`src/rtl/extmem_pkg.sv`:
```
// Shared types and constants for the extended-memory arbiter.
package extmem_pkg;

  localparam int unsigned ADDR_W = 15;
  localparam int unsigned DATA_W = 12;

  typedef logic [ADDR_W-1:0] addr_t;
  typedef logic [DATA_W-1:0] data_t;

  typedef enum logic [1:0] {
    IDLE,
    ACCESS,
    DONE
  } state_t;

  localparam logic PORT_CPU = 1'b0;
  localparam logic PORT_ARM = 1'b1;

endpackage

```
`src/rtl/extmem_arbiter_if.sv`:
```
// Requester ports (cpu, arm) and the single BRAM port seen by the arbiter.
interface extmem_arbiter_if;
  import extmem_pkg::*;

  logic  cpustrobe;
  addr_t cpuaddr;
  logic  cpuwrite;
  data_t cpuwdat;
  data_t cpurdat;
  logic  cpudone;

  logic  armstrobe;
  addr_t armaddr;
  logic  armwrite;
  data_t armwdat;
  data_t armrdat;
  logic  armdone;

  addr_t bramaddr;
  data_t bramwdat;
  data_t bramrdat;
  logic  bramenab;
  logic  bramwena;
  logic  errflag;

  modport slave (
    input  cpustrobe, cpuaddr, cpuwrite, cpuwdat,
    output cpurdat, cpudone,
    input  armstrobe, armaddr, armwrite, armwdat,
    output armrdat, armdone,
    output bramaddr, bramwdat, bramenab, bramwena,
    input  bramrdat,
    output errflag
  );

  modport master (
    output cpustrobe, cpuaddr, cpuwrite, cpuwdat,
    input  cpurdat, cpudone,
    output armstrobe, armaddr, armwrite, armwdat,
    input  armrdat, armdone,
    input  bramaddr, bramwdat, bramenab, bramwena,
    output bramrdat,
    input  errflag
  );

endinterface

```
`src/rtl/extmem_reqlatch.sv`:
```
// Per-requester capture: pending flag, latched request, read-data register,
// completion pulse and sticky overrun error.
module extmem_reqlatch
  import extmem_pkg::*;
(
  input  logic  clk_i,
  input  logic  rst_ni,
  input  logic  accept_i,
  input  logic  strobe_i,
  input  addr_t addr_i,
  input  logic  write_i,
  input  data_t wdat_i,
  input  logic  complete_i,
  input  data_t bramrdat_i,
  output logic  pend_o,
  output addr_t addr_o,
  output logic  write_o,
  output data_t wdat_o,
  output data_t rdat_o,
  output logic  done_o,
  output logic  err_o
);

  logic  pend_q, pend_d;
  addr_t addr_q, addr_d;
  logic  write_q, write_d;
  data_t wdat_q, wdat_d;
  data_t rdat_q, rdat_d;
  logic  done_q, done_d;
  logic  err_q, err_d;

  // pend clears on the edge that raises done, so a strobe in the done cycle is accepted
  always_comb begin
    pend_d  = pend_q;
    addr_d  = addr_q;
    write_d = write_q;
    wdat_d  = wdat_q;
    rdat_d  = rdat_q;
    done_d  = 1'b0;
    err_d   = err_q;
    if (complete_i) begin
      pend_d = 1'b0;
      done_d = 1'b1;
      if (!write_q) rdat_d = bramrdat_i;
    end
    if (accept_i && strobe_i) begin
      if (pend_q) begin
        err_d = 1'b1;
      end else begin
        pend_d  = 1'b1;
        addr_d  = addr_i;
        write_d = write_i;
        wdat_d  = wdat_i;
      end
    end
  end

  always_ff @(posedge clk_i or negedge rst_ni) begin
    if (!rst_ni) begin
      pend_q  <= 1'b0;
      addr_q  <= '0;
      write_q <= 1'b0;
      wdat_q  <= '0;
      rdat_q  <= '0;
      done_q  <= 1'b0;
      err_q   <= 1'b0;
    end else begin
      pend_q  <= pend_d;
      addr_q  <= addr_d;
      write_q <= write_d;
      wdat_q  <= wdat_d;
      rdat_q  <= rdat_d;
      done_q  <= done_d;
      err_q   <= err_d;
    end
  end

  assign pend_o  = pend_q;
  assign addr_o  = addr_q;
  assign write_o = write_q;
  assign wdat_o  = wdat_q;
  assign rdat_o  = rdat_q;
  assign done_o  = done_q;
  assign err_o   = err_q;

endmodule

```
`src/rtl/extmem_arbiter.sv`:
```
// Two-port (cpu/arm) arbiter onto one BRAM port: cpu priority with a
// starvation limit that forces the arm port through.
module extmem_arbiter
  import extmem_pkg::*;
#(
  parameter int unsigned RDLAT  = 2,
  parameter int unsigned STARVE = 4
) (
  input logic              CLOCK,
  input logic              RESET_N,
  extmem_arbiter_if.slave  bus
);

  localparam logic [2:0] RDLAT_C  = RDLAT[2:0];
  localparam logic [3:0] STARVE_C = STARVE[3:0];

  state_t     state_q, state_d;
  logic [2:0] count_q, count_d;
  logic [3:0] starve_q, starve_d;
  logic       win_q, win_d;
  logic       ready_q;

  logic  sel, enab, finish;
  logic  cpu_pend, arm_pend;
  addr_t cpu_addr, arm_addr;
  logic  cpu_write, arm_write;
  data_t cpu_wdat, arm_wdat;
  logic  cpu_err, arm_err;

  // Strobes are ignored on the first edge after reset release
  always_ff @(posedge CLOCK or negedge RESET_N) begin
    if (!RESET_N) ready_q <= 1'b0;
    else          ready_q <= 1'b1;
  end

  assign finish = (state_q == ACCESS) && (count_q == 3'd1);

  extmem_reqlatch u_cpu (
    .clk_i      (CLOCK),
    .rst_ni     (RESET_N),
    .accept_i   (ready_q),
    .strobe_i   (bus.cpustrobe),
    .addr_i     (bus.cpuaddr),
    .write_i    (bus.cpuwrite),
    .wdat_i     (bus.cpuwdat),
    .complete_i (finish && (win_q == PORT_CPU)),
    .bramrdat_i (bus.bramrdat),
    .pend_o     (cpu_pend),
    .addr_o     (cpu_addr),
    .write_o    (cpu_write),
    .wdat_o     (cpu_wdat),
    .rdat_o     (bus.cpurdat),
    .done_o     (bus.cpudone),
    .err_o      (cpu_err)
  );

  extmem_reqlatch u_arm (
    .clk_i      (CLOCK),
    .rst_ni     (RESET_N),
    .accept_i   (ready_q),
    .strobe_i   (bus.armstrobe),
    .addr_i     (bus.armaddr),
    .write_i    (bus.armwrite),
    .wdat_i     (bus.armwdat),
    .complete_i (finish && (win_q == PORT_ARM)),
    .bramrdat_i (bus.bramrdat),
    .pend_o     (arm_pend),
    .addr_o     (arm_addr),
    .write_o    (arm_write),
    .wdat_o     (arm_wdat),
    .rdat_o     (bus.armrdat),
    .done_o     (bus.armdone),
    .err_o      (arm_err)
  );

  assign bus.errflag = cpu_err | arm_err;

  always_comb begin
    state_d  = state_q;
    count_d  = count_q;
    win_d    = win_q;
    starve_d = starve_q;
    sel      = win_q;
    enab     = 1'b0;
    unique case (state_q)
      IDLE: begin
        if (cpu_pend || arm_pend) begin
          win_d = (arm_pend && (!cpu_pend || starve_q == STARVE_C)) ? PORT_ARM : PORT_CPU;
          if (win_d == PORT_CPU && arm_pend)
            starve_d = (starve_q == STARVE_C) ? starve_q : starve_q + 4'd1;
          else
            starve_d = '0;
          sel     = win_d;
          enab    = 1'b1;
          count_d = RDLAT_C;
          state_d = ACCESS;
        end
      end
      ACCESS: begin
        enab = 1'b1;
        if (count_q == 3'd1) state_d = DONE;
        else                 count_d = count_q - 3'd1;
      end
      DONE:    state_d = IDLE;
      default: state_d = IDLE;
    endcase
  end

  always_ff @(posedge CLOCK or negedge RESET_N) begin
    if (!RESET_N) begin
      state_q  <= IDLE;
      count_q  <= '0;
      starve_q <= '0;
      win_q    <= PORT_CPU;
    end else begin
      state_q  <= state_d;
      count_q  <= count_d;
      starve_q <= starve_d;
      win_q    <= win_d;
    end
  end

  always_comb begin
    bus.bramenab = enab;
    bus.bramaddr = '0;
    bus.bramwdat = '0;
    bus.bramwena = 1'b0;
    if (enab) begin
      if (sel == PORT_ARM) begin
        bus.bramaddr = arm_addr;
        bus.bramwdat = arm_wdat;
        bus.bramwena = arm_write;
      end else begin
        bus.bramaddr = cpu_addr;
        bus.bramwdat = cpu_wdat;
        bus.bramwena = cpu_write;
      end
    end
  end

endmodule

```
`src/flat_wrapper.sv`:
```
// flat-port wrapper written by rule: the top's interface ports become plain ports
module extmem_arbiter_flat import extmem_pkg::*;
#(
  parameter int unsigned RDLAT  = 2,
  parameter int unsigned STARVE = 4
)
  (CLOCK, RESET_N, bus_cpustrobe, bus_cpuaddr, bus_cpuwrite, bus_cpuwdat, bus_cpurdat, bus_cpudone, bus_armstrobe, bus_armaddr, bus_armwrite, bus_armwdat, bus_armrdat, bus_armdone, bus_bramaddr, bus_bramwdat, bus_bramenab, bus_bramwena, bus_bramrdat, bus_errflag);
  extmem_arbiter_if bus_i ();
  input logic CLOCK;
  input logic RESET_N;
  input wire logic [$bits(bus_i.cpustrobe)-1:0] bus_cpustrobe;
  input wire logic [$bits(bus_i.cpuaddr)-1:0] bus_cpuaddr;
  input wire logic [$bits(bus_i.cpuwrite)-1:0] bus_cpuwrite;
  input wire logic [$bits(bus_i.cpuwdat)-1:0] bus_cpuwdat;
  output wire logic [$bits(bus_i.cpurdat)-1:0] bus_cpurdat;
  output wire logic [$bits(bus_i.cpudone)-1:0] bus_cpudone;
  input wire logic [$bits(bus_i.armstrobe)-1:0] bus_armstrobe;
  input wire logic [$bits(bus_i.armaddr)-1:0] bus_armaddr;
  input wire logic [$bits(bus_i.armwrite)-1:0] bus_armwrite;
  input wire logic [$bits(bus_i.armwdat)-1:0] bus_armwdat;
  output wire logic [$bits(bus_i.armrdat)-1:0] bus_armrdat;
  output wire logic [$bits(bus_i.armdone)-1:0] bus_armdone;
  output wire logic [$bits(bus_i.bramaddr)-1:0] bus_bramaddr;
  output wire logic [$bits(bus_i.bramwdat)-1:0] bus_bramwdat;
  output wire logic [$bits(bus_i.bramenab)-1:0] bus_bramenab;
  output wire logic [$bits(bus_i.bramwena)-1:0] bus_bramwena;
  input wire logic [$bits(bus_i.bramrdat)-1:0] bus_bramrdat;
  output wire logic [$bits(bus_i.errflag)-1:0] bus_errflag;
  assign bus_i.cpustrobe = bus_cpustrobe;
  assign bus_i.cpuaddr = bus_cpuaddr;
  assign bus_i.cpuwrite = bus_cpuwrite;
  assign bus_i.cpuwdat = bus_cpuwdat;
  assign bus_cpurdat = bus_i.cpurdat;
  assign bus_cpudone = bus_i.cpudone;
  assign bus_i.armstrobe = bus_armstrobe;
  assign bus_i.armaddr = bus_armaddr;
  assign bus_i.armwrite = bus_armwrite;
  assign bus_i.armwdat = bus_armwdat;
  assign bus_armrdat = bus_i.armrdat;
  assign bus_armdone = bus_i.armdone;
  assign bus_bramaddr = bus_i.bramaddr;
  assign bus_bramwdat = bus_i.bramwdat;
  assign bus_bramenab = bus_i.bramenab;
  assign bus_bramwena = bus_i.bramwena;
  assign bus_i.bramrdat = bus_bramrdat;
  assign bus_errflag = bus_i.errflag;
  extmem_arbiter #(.RDLAT(RDLAT), .STARVE(STARVE)) u_core (.CLOCK(CLOCK), .RESET_N(RESET_N), .bus(bus_i));
endmodule
```
`config.mk`:
```
export PLATFORM = sky130hd
export DESIGN_NAME = extmem_arbiter_flat
export DESIGN_NICKNAME = d
export VERILOG_FILES = /design/src/rtl/extmem_pkg.sv /design/src/rtl/extmem_arbiter_if.sv /design/src/rtl/extmem_reqlatch.sv /design/src/rtl/extmem_arbiter.sv /design/src/flat_wrapper.sv
export SDC_FILE = /design/constraint.sdc
export NUM_CORES = 1
export LEC_CHECK = 0
export ABC_AREA = 1
export BUFFER_PORTS_ARGS = -buffer_cell sky130_fd_sc_hd__buf_4
export CORE_MARGIN = 4
export CORE_UTILIZATION = 35
export CTS_CLUSTER_SIZE = 40
export DETAILED_ROUTE_END_ITERATION = 6
export GPL_TIMING_DRIVEN = 0
export PLACE_DENSITY = 0.61
export SLEW_MARGIN = 0
export SYNTH_ARGS = -nofsm -noshare
export SYNTH_HDL_FRONTEND = slang
export SYNTH_SLANG_ARGS = --single-unit
```
`constraint.sdc`:
```
create_clock -name CLOCK -period 2.28 [get_ports CLOCK]
set_input_delay 0.456 -clock CLOCK [delete_from_list [all_inputs] [get_ports CLOCK]]
set_output_delay 0.456 -clock CLOCK [all_outputs]
set_load 0.005 [all_outputs]
```
==> impl_metrics.json, run 1 <==
{
  "status": "completed",
  "ys_types": 23,
  "place_area_sq_mm": 0.005677,
  "viasPerCell": 4.742,
  "drv_slew": 0,
  "route.detailed.drc": 0,
  "finalHoldViolCount": 0,
  "drtPass1Iterations": 4,
  "grt_use_total_pct": 16.14,
  "ys_seq_elements": 97,
  "start_util_pct": 35.72,
  "die_height_um": 121.5,
  "finalInstanceArea_sq_mm": 0.006349,
  "clk_transition_reported_paths_ns": 0.06,
  "cts_buffer_depth": 2,
  "wirelength_um": 12120,
  "syn_inst": 500,
  "grt_pass1_vias": 3927,
  "startpoint_type": "flop",
  "clock_latency_ns": 0.34,
  "vias": 3941,
  "crit_fanout": 6,
  "critPathKind": "flop to output port",
  "die_x_um": 121.5,
  "grt_max_degree": 98,
  "ys_seq_area_share_pct": 53.84,
  "port_buffers": 127,
  "cp.required_ns": 1.82,
  "vdd_drop_max_mv": 0.8187,
  "overflow": 0,
  "antenna_cells": 0,
  "r2r_end": "u_core.u_cpu.rdat_o[4]",
  "fmax_ghz": 0.4397,
  "critPathCaptureType": "output port",
  "grt_antenna_before_repair": 0,
  "power_leakage_uw": 0.003252,
  "die_area_sq_mm": 0.01476,
  "cp.arrival_ns": 1.82,
  "maxCapViolCount": 0,
  "grt_pass1_wl_um": 19010,
  "reg2reg_depth": 8,
  "r2r_slack_ns": 0.82,
  "num_io_pins": 128,
  "htreeDepth": 3,
  "final_common_cell": "buf_4",
  "syn_area_sq_mm": 0.004508,
  "clock_skew_ns": 0.006445,
  "timing.final.crit_share_pct": 99.75,
  "final_core_utilization_pct": 50.31,
  "relSlewSlack_pct": 65.41,
  "crit_end": "bus_bramaddr[7]",
  "routedWlPerCell_um": 14.58,
  "rsz0062_at_grt": "yes",
  "cts_made_buffers": 9,
  "yosysWarnings": 0,
  "clock_sinks": 97,
  "drive_above_1_share_pct": 40.82,
  "fin_crit_ns": 2.274,
  "fin_nets": 730,
  "num_rows": 41,
  "worst_slew_pin_slew_ns": 0.5188,
  "power.density_mw_per_mm2": 1442,
  "ant_nets": 0,
  "gp_congestion": 0.8214,
  "drt_iter0_markers": 218,
  "layout_common_cells": "141 x buf_4, 97 x dfrtp_1, 88 x nand2_1",
  "setup_viol": 0,
  "timing.rr.start": "u_core.count_q[1]",
  "cts-root-buf": "clkbuf_16",
  "cp-startpoint": "u_core.starve_q[1]",
  "area_delta_synth_final_pct": 40.83,
  "hold_class": "input pin to async pin",
  "syn_area_per_cell_sq_um": 9.016,
  "coreArea_sq_mm": 0.01262,
  "cts_tree": "done",
  "hpwl_um": 8728,
  "syn-num-nets": 576
}
## final cells by class
class                           count  area, sq um
Tap cell                          172        215.2
Buffer                             30        251.5
Inverter                           46        172.7
Multi-Input combinational cell    327         1886
Timing Repair Buffer              143         1115
Fill cell                        1230         6271
Clock inverter                      6        42.54
Sequential cell                    97         2427
Clock buffer                       10        239.0
## synth_stat cells (all sizes together)
master	n	share of area, %
a21boi	1	0.25
a21oi	58	6.4
buf	28	4.5
clkbuf	2	0.17
conb	1	0.083
dfrtp	97	54
ha	4	1.1
inv	46	3.8
mux2	27	6.7
nand2	99	8.7
nand3	63	7.3
nand4	1	0.14
nor2	65	5.9
o21ai	6	0.67
o22ai	1	0.14
xor2	1	0.19
## power breakdown
group | leakage (uW) | internal [uW] | switching, uW
Sequential | 0.00110 | 2490 | 406
Combinational | 0.00201 | 2410 | 2420
Clock | 0.000135 | 772 | 661
## flip-flops by register name (all words and copies together), names as in the netlist
signal	flops
u_core.u_cpu.err_o	1
u_core.u_cpu.addr_o	15
u_core.u_cpu.wdat_o	12
u_core.u_arm.addr_o	15
u_core.u_cpu.write_o	1
u_core.starve_q	4
u_core.u_arm.wdat_o	12
u_core.u_arm.pend_o	1
u_core.state_q	2
u_core.u_cpu.rdat_o	12
u_core.u_arm.done_o	1
u_core.u_arm.rdat_o	12
u_core.win_q	1
u_core.u_arm.write_o	1
u_core.u_cpu.done_o	1
u_core.count_q	3
u_core.u_arm.err_o	1
u_core.ready_q	1
u_core.u_cpu.pend_o	1
## worst min path at each step
stage                        from                      end  slack, ns  cells after the start
3_3_place_gp   u_core.u_cpu.err_o       u_core.u_cpu.err_o       0.44                      2
4_1_cts           bus_armwdat[10]  u_core.u_arm.wdat_o[10]       0.33                      2
2_1_floorplan             RESET_N        u_core.count_q[0]       0.16                      0
5_1_grt                   RESET_N   u_core.u_arm.addr_o[7]       0.05                      1
6_report                  RESET_N      u_core.u_arm.done_o       0.03                      1
3_5_place_dp   u_core.u_cpu.err_o       u_core.u_cpu.err_o       0.44                      2
## what timing repair did
| item | in CTS | in global routing |
|---|---|---|
| hold endpoints to repair | 0 | 0 |
| pin swaps | 3 | 14 |
| gates cloned | 0 | 1 |
| resized for setup | 19 | 47 |
| setup endpoints to repair | 28 | 28 |
| hold buffers | 0 | 0 |
| setup buffers | 8 | 6 |
## worst max-delay path, stage by stage, from the launching register on
cell and delay [ns]:
dfrtp_1 0.39, inv_2 0.08, ha_4 0.14, nand3_4 0.08
nand2_4 0.08, nand2_4 0.06, buf_8 0.14, clkbuf_16 0.15
nand3_2 0.05, nand2_1 0.05, nor2_1 0.13, buf_4 0.14
## kinds of logic (layout without fill, tap and decap cells)
group / count (synthesis) / after routing / synth area share (%)
AO/OA/AOI/OAI: 66 / 66 / 7.494
XOR/XNOR: 1 / 1 / 0.1943
adder cells (fa/ha/maj): 4 / 4 / 1.110
buffers and inverters: 76 / 235 / 8.521
flip-flops: 97 / 97 / 53.84
multiplexers: 27 / 27 / 6.744
other: 1 / 1 / 0.08318
AND/OR/NAND/NOR: 228 / 228 / 22.01
## per-layer routing
metal,global-route usage [%],vias up,wire [um]
met4,2.871,0,86
met1,22.05,1896,5435
met3,4.149,8,844
li1,-,1916,-
met2,26.29,121,5750
met5,0,-,0
## metrics by stage
step / TNS, ns / hold slack (ns) / power (uW) / setup slack (ns) / cells
detailed placement: 0 / 0.4401 / 7109 / 0.1551 / 799
finish: 0 / 0.02823 / 9158 / 0.005724 / 831
CTS: -0.01009 / 0.3317 / 8786 / -0.01009 / 823
floorplan: 0 / 0.1604 / 5159 / 0.5364 / 500
global route: -0.7181 / 0.04998 / 9849 / -0.07089 / 831
global placement: 0 / 0.4364 / 7018 / 0.1618 / 799
No activity file was read; power rests on OpenSTA's default activity.
==> inputs of run 2 (changes only) <==
- ABC_AREA: 1 -> unset
- PLACE_DENSITY: 0.61 -> 0.62
==> impl_metrics.json, run 2 <==
{
  "status": "finished with violations",
  "failed_checks": "setup timing",
  "fillers": 1069,
  "critical_path.max_stage_delay_ns": 0.45,
  "maxCapViolCount": 0,
  "fin_nets": 578,
  "cpMaxStageDelayCell": "dfrtp_1",
  "vias": 3261,
  "synthFlopType": "dfrtp_1",
  "critPathKind": "flop to output port",
  "syn_inst": 346,
  "ys_types": 36,
  "start_util_pct": 35.87,
  "die_x_um": 119.2,
  "grt_pass1_wl_um": 17860,
  "finalHoldViolCount": 0,
  "final_core_utilization_pct": 51.17,
  "grt_pass1_vias": 3459,
  "fmax_ghz": 0.3875,
  "startpoint_type": "flop",
  "synthTopCellsByArea": "dfrtp_1 56%, mux2_2 18%, nand4_1 4.0%",
  "clock_latency_ns": 0.35,
  "cts_made_buffers": 9,
  "power_leakage_uw": 0.002937,
  "grt_use_total_pct": 15.95,
  "cp.buffers_inverters": 3,
  "route.detailed.drc": 0,
  "cp.required_ns": 1.82,
  "drive_above_1_share_pct": 58.78,
  "critPathTopFamily": "simple AND/OR/NAND/NOR gates",
  "finalInstanceArea_sq_mm": 0.006172,
  "num_io_pins": 128,
  "path_cells": "or2_4 > a211o_1 > and2_4 > buf_12 > clkbuf_16 > o21ai_4 > buf_4",
  "drv_slew": 0,
  "clk_transition_reported_paths_ns": 0.07,
  "htreeDepth": 3,
  "cts_buffer_depth": 2,
  "drtPass1Iterations": 4,
  "yosysMostFrequentCell": "dfrtp_1",
  "coreArea_sq_mm": 0.01206,
  "synth_common_cells": "97 x dfrtp_1, 70 x mux2_2, 33 x nand2_1",
  "die_area_sq_mm": 0.01421,
  "cts_tree": "done",
  "synth_top_area_cell": "dfrtp_1",
  "multi_input_area_sq_mm": 0.001836,
  "grt_max_degree": 98,
  "die_height_um": 119.2,
  "yosysWarnings": 0,
  "synth_top_area_share_pct": 56.10,
  "drt_iter0_markers": 149,
  "seqCellArea_sq_mm": 0.002430,
  "rsz0062_at_grt": "yes",
  "hpwl_um": 7830,
  "critPathCaptureType": "output port",
  "fin_ws_ns": -0.3009,
  "overflow": 0,
  "antenna_cells": 0,
  "ant_nets": 0,
  "wirelength_um": 11240,
  "crit_fanout": 6,
  "fin_crit_ns": 2.581,
  "dp_slack_ns": -0.07531,
  "total_power_uw": 9360,
  "grt_antenna_before_repair": 0,
  "vdd_drop_max_mv": 0.9389,
  "hold_class": "input pin to async pin",
  "timing.final.crit_share_pct": 113.2,
  "worst_slew_pin_slew_ns": 0.8992,
  "final_common_cell": "buf_4",
  "ys_seq_elements": 97,
  "layout_common_cells": "142 x buf_4, 95 x dfrtp_1, 70 x mux2_2",
  "clock_sinks": 97,
  "ys_seq_area_share_pct": 56.10,
  "syn_area_per_cell_sq_um": 12.50,
  "fin_setup_tns_ns": -7.213,
  "relSlewSlack_pct": 40.06,
  "setup_viol": 28,
  "cp.arrival_ns": 2.12,
  "power.density_mw_per_mm2": 1517,
  "clock_skew_ns": 0.005065,
  "synth_edf_count": 0,
  "gp_congestion": 0.7896,
  "viasPerCell": 4.831,
  "syn-num-nets": 422,
  "syn_area_sq_mm": 0.004327,
  "routedWlPerCell_um": 16.65,
  "ys_async_sr_fraction_pct": 100.0,
  "num_rows": 40,
  "area_delta_synth_final_pct": 42.65,
  "cts-root-buf": "clkbuf_16",
  "place_area_sq_mm": 0.005490,
  "port_buffers": 127
}
## run 2: final timing paths
path,end,depth (start not counted),slack [ns],startpoint
setup / recovery,bus_bramaddr[5],7,-0.30,u_core.state_q[0]
hold / removal,u_core.starve_q[0],1,0.21,RESET_N
setup reg to reg,u_core.starve_q[0],14,0.19,u_core.starve_q[0]
hold reg to reg,u_core.u_arm.err_o,1,0.46,u_core.u_arm.err_o
max in group asynchronous,u_core.u_arm.pend_o,1,1.44,RESET_N
min in group CLOCK,u_core.u_arm.wdat_o[2],2,0.34,bus_armwdat[2]
## run 2: repair_timing
| action | 4_1_cts | 5_1_grt |
|---|---|---|
| pin swaps | 2 | 19 |
| cloned | 0 | 2 |
| hold buffers | 0 | 0 |
| buffers inserted | 16 | 3 |
| gates resized for setup | 36 | 31 |
| setup endpoints to repair | 29 | 33 |
## run 2: kinds of logic after synthesis
kind of cell,Yosys count,share of synthesized area (%)
DFF,97,56.10
and+or+nand+nor,88,10.90
muxes,80,21.69
AOI/OAI and AO/OA,42,5.986
buffers and inverters,33,3.875
adders and majority gates,4,1.157
other,1,0.08667
xor gates and xnor gates,1,0.2025
## run 2: final cells by class
cell class | instances | area share, %
clock inverters | 7 | 1.541
clock buffers | 9 | 3.649
plain buffers | 23 | 2.980
inverters | 10 | 0.6081
repair buffers | 145 | 18.71
flip-flops and latches | 97 | 39.37
multi-input cells | 216 | 29.74
well taps | 168 | 3.406
## run 2: worst reg2reg max path, delay by kind of cell, from the launching register on
kind | cells | cell delay, ns
and+or+nand+nor | 3 | 0.31
buffers and inverters | 9 | 1.09
AOI/OAI and AO/OA | 1 | 0.05
adders and majority gates | 1 | 0.12
DFF | 1 | 0.40
## run 2: report_power, final
group | leakage (uW) | switching, uW | internal (uW)
Clock | 0.000155 | 668 | 961
Sequential | 0.00115 | 488 | 2550
Combinational | 0.00163 | 1980 | 2710
## run 2: metal layers
metal | global-route usage (%) | routed length [um] | up-vias
met2 | 26.28 | 5558 | 101
met5 | 0 | 0 | -
li1 | - | - | 1542
met4 | 3.838 | 106 | 0
met3 | 6.838 | 840 | 10
met1 | 19.31 | 4734 | 1608
## run 2: per-stage QoR
stage	hold WS (ns)	instances
floorplan	0.1604	346
global placement	0.4470	641
detailed placement	0.4466	641
CTS	0.3199	673
global route	0.2883	675
finish	0.2078	675
